**config.mk**
```make
export PLATFORM = sky130hd
export DESIGN_NAME = acc_core
export DESIGN_NICKNAME = d
export VERILOG_FILES = /design/src/rtl/acc_core_pkg.sv /design/src/rtl/acc_core_alu.sv /design/src/rtl/acc_core.sv
export SDC_FILE = /design/constraint.sdc
export NUM_CORES = 1
export LEC_CHECK = 0
export CAP_MARGIN = 20
export CORE_MARGIN = 5
export CORE_UTILIZATION = 55
export CTS_BUF_LIST = sky130_fd_sc_hd__clkbuf_8 sky130_fd_sc_hd__clkbuf_16
export CTS_CLUSTER_DIAMETER = 60
export CTS_CLUSTER_SIZE = 30
export DETAILED_ROUTE_END_ITERATION = 10
export PLACE_DENSITY = 0.8
export SETUP_SLACK_MARGIN = 0.2
export SYNTH_ARGS = -nofsm -noshare
export SYNTH_HDL_FRONTEND = slang
export SYNTH_SLANG_ARGS = --single-unit
```
**constraint.sdc**
```tcl
create_clock -name clk -period 5 [get_ports clk]
set_input_delay 1 -clock clk [delete_from_list [all_inputs] [get_ports clk]]
set_output_delay 1 -clock clk [all_outputs]
set_load 0.02 [all_outputs]
```
**src/rtl/acc_core_pkg.sv**
```systemverilog
// Shared types and constants for the acc_core accumulator processor.
// Instruction classes, ALU ops, jump conditions, flag positions and FSM states.
package acc_core_pkg;

    typedef enum logic [2:0] {
        CLS_SYS  = 3'd0,
        CLS_LDI  = 3'd1,
        CLS_LD   = 3'd2,
        CLS_ST   = 3'd3,
        CLS_ALUM = 3'd4,
        CLS_ALUI = 3'd5,
        CLS_JMP  = 3'd6,
        CLS_ILL  = 3'd7
    } cls_e;

    typedef enum logic [2:0] {
        OP_ADD = 3'd0,
        OP_ADC = 3'd1,
        OP_SUB = 3'd2,
        OP_SBB = 3'd3,
        OP_AND = 3'd4,
        OP_OR  = 3'd5,
        OP_XOR = 3'd6,
        OP_SHR = 3'd7
    } alu_op_e;

    localparam logic [1:0] JC_ALWAYS = 2'd0;
    localparam logic [1:0] JC_Z      = 2'd1;
    localparam logic [1:0] JC_C      = 2'd2;
    localparam logic [1:0] JC_V      = 2'd3;

    // Bit positions inside the {N, V, C, Z} flag vector.
    localparam int FLAG_Z = 0;
    localparam int FLAG_C = 1;
    localparam int FLAG_V = 2;
    localparam int FLAG_N = 3;

    typedef enum logic [1:0] {
        ST_FETCH = 2'd0,
        ST_ARG   = 2'd1,
        ST_DATA  = 2'd2,
        ST_HALT  = 2'd3
    } state_e;

endpackage

```
**src/rtl/acc_core_alu.sv**
```systemverilog
// Combinational ALU for acc_core: add/sub with carry-in, logic ops and shift-right.
// Flags come out as {N, V, C, Z}; C is the borrow for SUB/SBB.
module acc_core_alu
    import acc_core_pkg::*;
#(
    parameter int DATA_W = 8
) (
    input  logic [DATA_W-1:0] a,
    input  logic [DATA_W-1:0] b,
    input  logic [2:0]        op,
    input  logic              cin,
    output logic [DATA_W-1:0] result,
    output logic [3:0]        flags
);

    localparam int W1 = DATA_W + 1;

    logic [DATA_W:0] wide;
    logic            c_out;
    logic            v_out;
    logic            cin_eff;

    // ADC and SBB are the odd opcodes; plain ADD/SUB ignore the incoming carry.
    assign cin_eff = cin & op[0];

    always_comb begin
        wide   = '0;
        c_out  = 1'b0;
        v_out  = 1'b0;
        result = '0;
        case (op)
            OP_ADD, OP_ADC: begin
                wide   = {1'b0, a} + {1'b0, b} + W1'(cin_eff);
                result = wide[DATA_W-1:0];
                c_out  = wide[DATA_W];
                v_out  = (a[DATA_W-1] == b[DATA_W-1]) && (result[DATA_W-1] != a[DATA_W-1]);
            end
            OP_SUB, OP_SBB: begin
                wide   = {1'b0, a} - {1'b0, b} - W1'(cin_eff);
                result = wide[DATA_W-1:0];
                c_out  = wide[DATA_W];
                v_out  = (a[DATA_W-1] != b[DATA_W-1]) && (result[DATA_W-1] != a[DATA_W-1]);
            end
            OP_AND: result = a & b;
            OP_OR:  result = a | b;
            OP_XOR: result = a ^ b;
            OP_SHR: begin
                result = a >> 1;
                c_out  = a[0];
            end
            default: result = '0;
        endcase
    end

    assign flags = {result[DATA_W-1], v_out, c_out, ~|result};

endmodule

```
**src/rtl/acc_core.sv**
```systemverilog
// Multi-cycle accumulator core on a single req/ack memory bus, one transaction at a time.
//   state    | meaning
//   FETCH    | read instruction word at pc
//   ARG      | read argument word at pc+1; execute LDI/ALU-imm/JMP
//   DATA     | read or write MEM[arg]; execute LD/ST/ALU-mem
//   HALT     | stopped until reset, no bus requests
module acc_core
    import acc_core_pkg::*;
#(
    parameter int DATA_W = 8,
    parameter int ADDR_W = 8
) (
    input  logic              clk,
    input  logic              reset_n,
    output logic              mem_req,
    output logic              mem_we,
    output logic [ADDR_W-1:0] mem_addr,
    output logic [DATA_W-1:0] mem_wdata,
    input  logic [DATA_W-1:0] mem_rdata,
    input  logic              mem_ack,
    output logic [ADDR_W-1:0] pc,
    output logic [DATA_W-1:0] acc,
    output logic [3:0]        flags,
    output logic              halted,
    output logic              fault
);

    state_e            state;
    logic              run;
    cls_e              ir_cls;
    logic [2:0]        ir_sub;
    logic [ADDR_W-1:0] arg_addr;
    logic [ADDR_W-1:0] pc_plus2;
    cls_e              fetch_cls;
    logic              xfer;
    logic              cond;
    logic              take_jump;
    logic [DATA_W-1:0] alu_result;
    logic [3:0]        alu_flags;

    // Gating with reset_n keeps the bus quiet during the reset cycle itself, so an
    // in-flight store can never land while reset is being applied.
    assign mem_req   = run && reset_n && (state != ST_HALT);
    assign mem_we    = mem_req && (state == ST_DATA) && (ir_cls == CLS_ST);
    assign mem_wdata = acc;
    assign xfer      = mem_req && mem_ack;
    assign fetch_cls = cls_e'(mem_rdata[DATA_W-1 -: 3]);
    assign pc_plus2  = pc + ADDR_W'(2);

    always_comb begin
        mem_addr = pc;
        case (state)
            ST_ARG:  mem_addr = pc + ADDR_W'(1);
            ST_DATA: mem_addr = arg_addr;
            default: mem_addr = pc;
        endcase
    end

    always_comb begin
        cond = 1'b1;
        case (ir_sub[1:0])
            JC_Z:    cond = flags[FLAG_Z];
            JC_C:    cond = flags[FLAG_C];
            JC_V:    cond = flags[FLAG_V];
            default: cond = 1'b1;
        endcase
        take_jump = cond ^ ir_sub[2];
    end

    // Operand b is always the word on the bus: the immediate in ARG, MEM[arg] in DATA.
    acc_core_alu #(.DATA_W(DATA_W)) u_alu (
        .a      (acc),
        .b      (mem_rdata),
        .op     (ir_sub),
        .cin    (flags[FLAG_C]),
        .result (alu_result),
        .flags  (alu_flags)
    );

    always_ff @(posedge clk) begin
        if (!reset_n) begin
            state    <= ST_FETCH;
            run      <= 1'b0;
            pc       <= '0;
            acc      <= '0;
            flags    <= '0;
            halted   <= 1'b0;
            fault    <= 1'b0;
            ir_cls   <= CLS_SYS;
            ir_sub   <= '0;
            arg_addr <= '0;
        end else begin
            run <= 1'b1;
            if (xfer) begin
                case (state)
                    ST_FETCH: begin
                        ir_cls <= fetch_cls;
                        ir_sub <= mem_rdata[2:0];
                        case (fetch_cls)
                            CLS_SYS: begin
                                if (mem_rdata[0]) begin
                                    state  <= ST_HALT;
                                    halted <= 1'b1;
                                end else begin
                                    pc <= pc + ADDR_W'(1);
                                end
                            end
                            CLS_ILL: begin
                                state  <= ST_HALT;
                                halted <= 1'b1;
                                fault  <= 1'b1;
                            end
                            default: state <= ST_ARG;
                        endcase
                    end
                    ST_ARG: begin
                        case (ir_cls)
                            CLS_LDI: begin
                                acc   <= mem_rdata;
                                pc    <= pc_plus2;
                                state <= ST_FETCH;
                            end
                            CLS_ALUI: begin
                                acc   <= alu_result;
                                flags <= alu_flags;
                                pc    <= pc_plus2;
                                state <= ST_FETCH;
                            end
                            CLS_JMP: begin
                                pc    <= take_jump ? mem_rdata[ADDR_W-1:0] : pc_plus2;
                                state <= ST_FETCH;
                            end
                            default: begin
                                arg_addr <= mem_rdata[ADDR_W-1:0];
                                state    <= ST_DATA;
                            end
                        endcase
                    end
                    ST_DATA: begin
                        case (ir_cls)
                            CLS_LD:   acc <= mem_rdata;
                            CLS_ALUM: begin
                                acc   <= alu_result;
                                flags <= alu_flags;
                            end
                            default: ;
                        endcase
                        pc    <= pc_plus2;
                        state <= ST_FETCH;
                    end
                    default: ;
                endcase
            end
        end
    end

endmodule

```
==> impl_metrics.env <==
export IMPL_dp_hpwl_um=8476
export IMPL_relSlewSlack_pct=42.20
export IMPL_cts_buffers=5
export IMPL_fill_cells=602
export IMPL_sequentialPowerShare_pct=35.4
export IMPL_pwr_share_clk_pct=33.5
export IMPL_regArea_um2=780.7
export IMPL_avgSynthCellArea_um2=7.602
export IMPL_max_freq_ghz=0.2523
export IMPL_post_cts_buffers=0
export IMPL_path_class="in2out"
export IMPL_vdd_drop_max_uv=179.2
export IMPL_grt_use_total_pct=26.32
export IMPL_yosysMostFrequentCell="nor2_1"
export IMPL_via_count=4040
export IMPL_fin_setup_tns_ns=0
export IMPL_area_growth_synth_to_final_pct=15.24
export IMPL_vias_per_cell=6.342
export IMPL_ant_nets=0
export IMPL_gp_congestion=0.9235
export IMPL_cts_tree="built"
export IMPL_grt_pass1_wl_um=18640
export IMPL_clk_path_buf_depth=2
export IMPL_cts_max_level=2
export IMPL_post_place_ws_ns=0.8675
export IMPL_worst_slew_pin_slew_ns=0.8616
export IMPL_synthArstFlopShare_pct=0
export IMPL_cts_clk_slew_worst_paths_ns=0.08
export IMPL_crit_required_ns=4.00
export IMPL_hold_path_class="reg2reg"
export IMPL_power_leakage_uw=0.001802
export IMPL_wl_per_cell_um=18.15
export IMPL_synthDominantCellAreaShare_pct=20.02
export IMPL_ctsResizeCount=0
export IMPL_ios=51
export IMPL_period_share_pct=79.28
export IMPL_p_int_uw=628.1
export IMPL_grt_max_degree=28
export IMPL_syn_nets=564
export IMPL_seq_area_frac_synth_pct=20.02
export IMPL_pwr_share_comb_pct=31.1
export IMPL_fin_nets=591
export IMPL_switchingPower_uw=316.8
export IMPL_io_buffers=50
export IMPL_synthTopCellsByArea="dfxtp_1, ha_1, a21oi_1, nor2_1, inv_1"
export IMPL_setup_viol=0
export IMPL_switching_share_pct=33.52
export IMPL_status="complete, no violations"
export IMPL_cts_sinks=39
export IMPL_overflow=0
export IMPL_synth_edf_count=0
export IMPL_worst_setup_path_end_kind="output pin"
export IMPL_grt_antenna_before_repair=0
export IMPL_clkLatencyLatePin_ns=0.30
export IMPL_die_x_um=94.21
export IMPL_num_rows=30
export IMPL_multiInputGateArea_um2=2769
export IMPL_root_buffer="clkbuf_8"
export IMPL_core_area_um2=6832
export IMPL_diodes=0
export IMPL_finalClockSkew_ns=0.01167
export IMPL_fin_ws_ns=1.036
export IMPL_fin_area_um2=4494
export IMPL_netlist_area_um2=3900
export IMPL_synth_main_ff_cell="dfxtp_1"
export IMPL_cap_violations=0
export IMPL_layout_min_cycle_time_ns=3.964
export IMPL_synth_cell_types=80
export IMPL_cp_start_kind="input port"
export IMPL_report_final_slew_viol_count=0
export IMPL_cellPowerDensity_nw_per_um2=210.2
export IMPL_detail_route_first_pass_iterations=5
export IMPL_ys_seq_elements=39
export IMPL_drt_wl_total_um=11560
export IMPL_drc_errors=0
export IMPL_synth_warnings=0
export IMPL_start_util_pct=57.09
export IMPL_finalHoldViolations=0
export IMPL_dpl_cell_area_um2=4362
export IMPL_drive_gt1_share_pct=6.470
export IMPL_rsz0062_at_grt="no"
export IMPL_die_h_um=94.21
export IMPL_dieArea_um2=8875
export IMPL_synth_common_cells="nor2_1, inv_1, nand2_1, dfxtp_1, a21oi_1"
export IMPL_grt_pass1_vias=3733
export IMPL_synth_area_leader_cell="dfxtp_1"
export IMPL_synth_cells=513
export IMPL_arrival_ns=2.96
export IMPL_ctsHoldBuffers=0
export IMPL_initialDrtViolationCount=361
export IMPL_cp_max_fo=15
==> layer usage <==
metal  GRT usage (%)  routed length, um  vias up
li1                -                  -     1886
met1           36.68               5036     1891
met4           9.146                378        0
met2           40.66               5186      220
met3           4.567                964       43
met5               0                  0        -
==> logic make-up after synthesis <==
family	after synthesis	synth area share, %
AOI/OAI and AO/OA	150	27.27
xor gates and xnor gates	13	2.919
adders and majority gates	40	13.60
buffers and inverters	77	8.983
DFF	39	20.02
muxes	11	3.625
and+or+nand+nor	183	23.58
==> power groups by stage <==
| stage | combinational [uW] | clock (uW) | sequential [uW] |
|---|---|---|---|
| global route | 320 | 334 | 336 |
| global placement | 281 | 0 | 341 |
| finish | 294 | 316 | 335 |
| CTS | 288 | 319 | 334 |
| detailed placement | 286 | 0 | 341 |
| floorplan | 203 | 0 | 336 |
==> worst max-delay path: stages <==
cell and delay (ns):
clkdlybuf4s50_1 0.88, and3b_1 0.29, and4_1 0.20, clkdlybuf4s50_1 0.60
==> final cells by class <==
type | count | area share [%]
Clock buffer | 5 | 1.531
Timing Repair Buffer | 54 | 11.80
Inverter | 43 | 3.591
Sequential cell | 39 | 17.37
Clock inverter | 3 | 1.420
Multi-Input combinational cell | 397 | 61.61
Tap cell | 96 | 2.673
==> final timing paths <==
kind              from        to  slack, ns  cells after the start
max            reset_n    mem_we       1.04                      4
min           flags[3]  flags[3]       0.47                      2
max reg2reg  ir_sub[0]  flags[0]       1.70                     10
min reg2reg   flags[3]  flags[3]       0.47                      2
==> sequential cells by signal, summed over array words and instances (netlist names) <==
name / cells
acc: 8
arg_addr: 8
fault: 1
flags: 4
halted: 1
ir_cls: 3
ir_sub: 3
pc: 8
run: 1
state: 2
==> placed cells by master, fill, tap and decap left out, types with 4 or more instances in the layout <==
master,netlist,routed
and3_1,5,5
o21a_1,4,4
mux2i_1,6,6
xor2_1,7,7
a211oi_1,4,4
xnor2_1,6,6
a311oi_1,4,4
a21o_1,9,9
dfxtp_1,39,39
clkdlybuf4s50_1,0,50
a31oi_1,10,10
nand2_1,42,42
o21ai_0,28,28
nor3_1,16,16
nor2b_1,11,11
clkbuf_8,0,5
inv_1,42,43
ha_1,36,36
buf_4,10,4
nand2b_1,11,11
nand3_1,24,24
or3_1,5,5
fa_1,4,4
a21oi_1,37,37
a221oi_1,10,10
nor2_1,45,45
==> metrics by stage <==
step / total power [uW] / std cells / util (%) / hold slack, ns
final: 944.9 / 637 / 65.79 / 0.4690
after global routing: 989.5 / 637 / 65.79 / 0.5084
after CTS: 941.2 / 637 / 65.79 / 0.4696
after detailed placement: 627.4 / 629 / 63.85 / 0.4551
after global placement: 622.1 / 629 / 63.85 / 0.4468
after floorplan: 539.9 / 513 / - / 0.4543
Note: power is estimated with default switching activity, not from simulation.
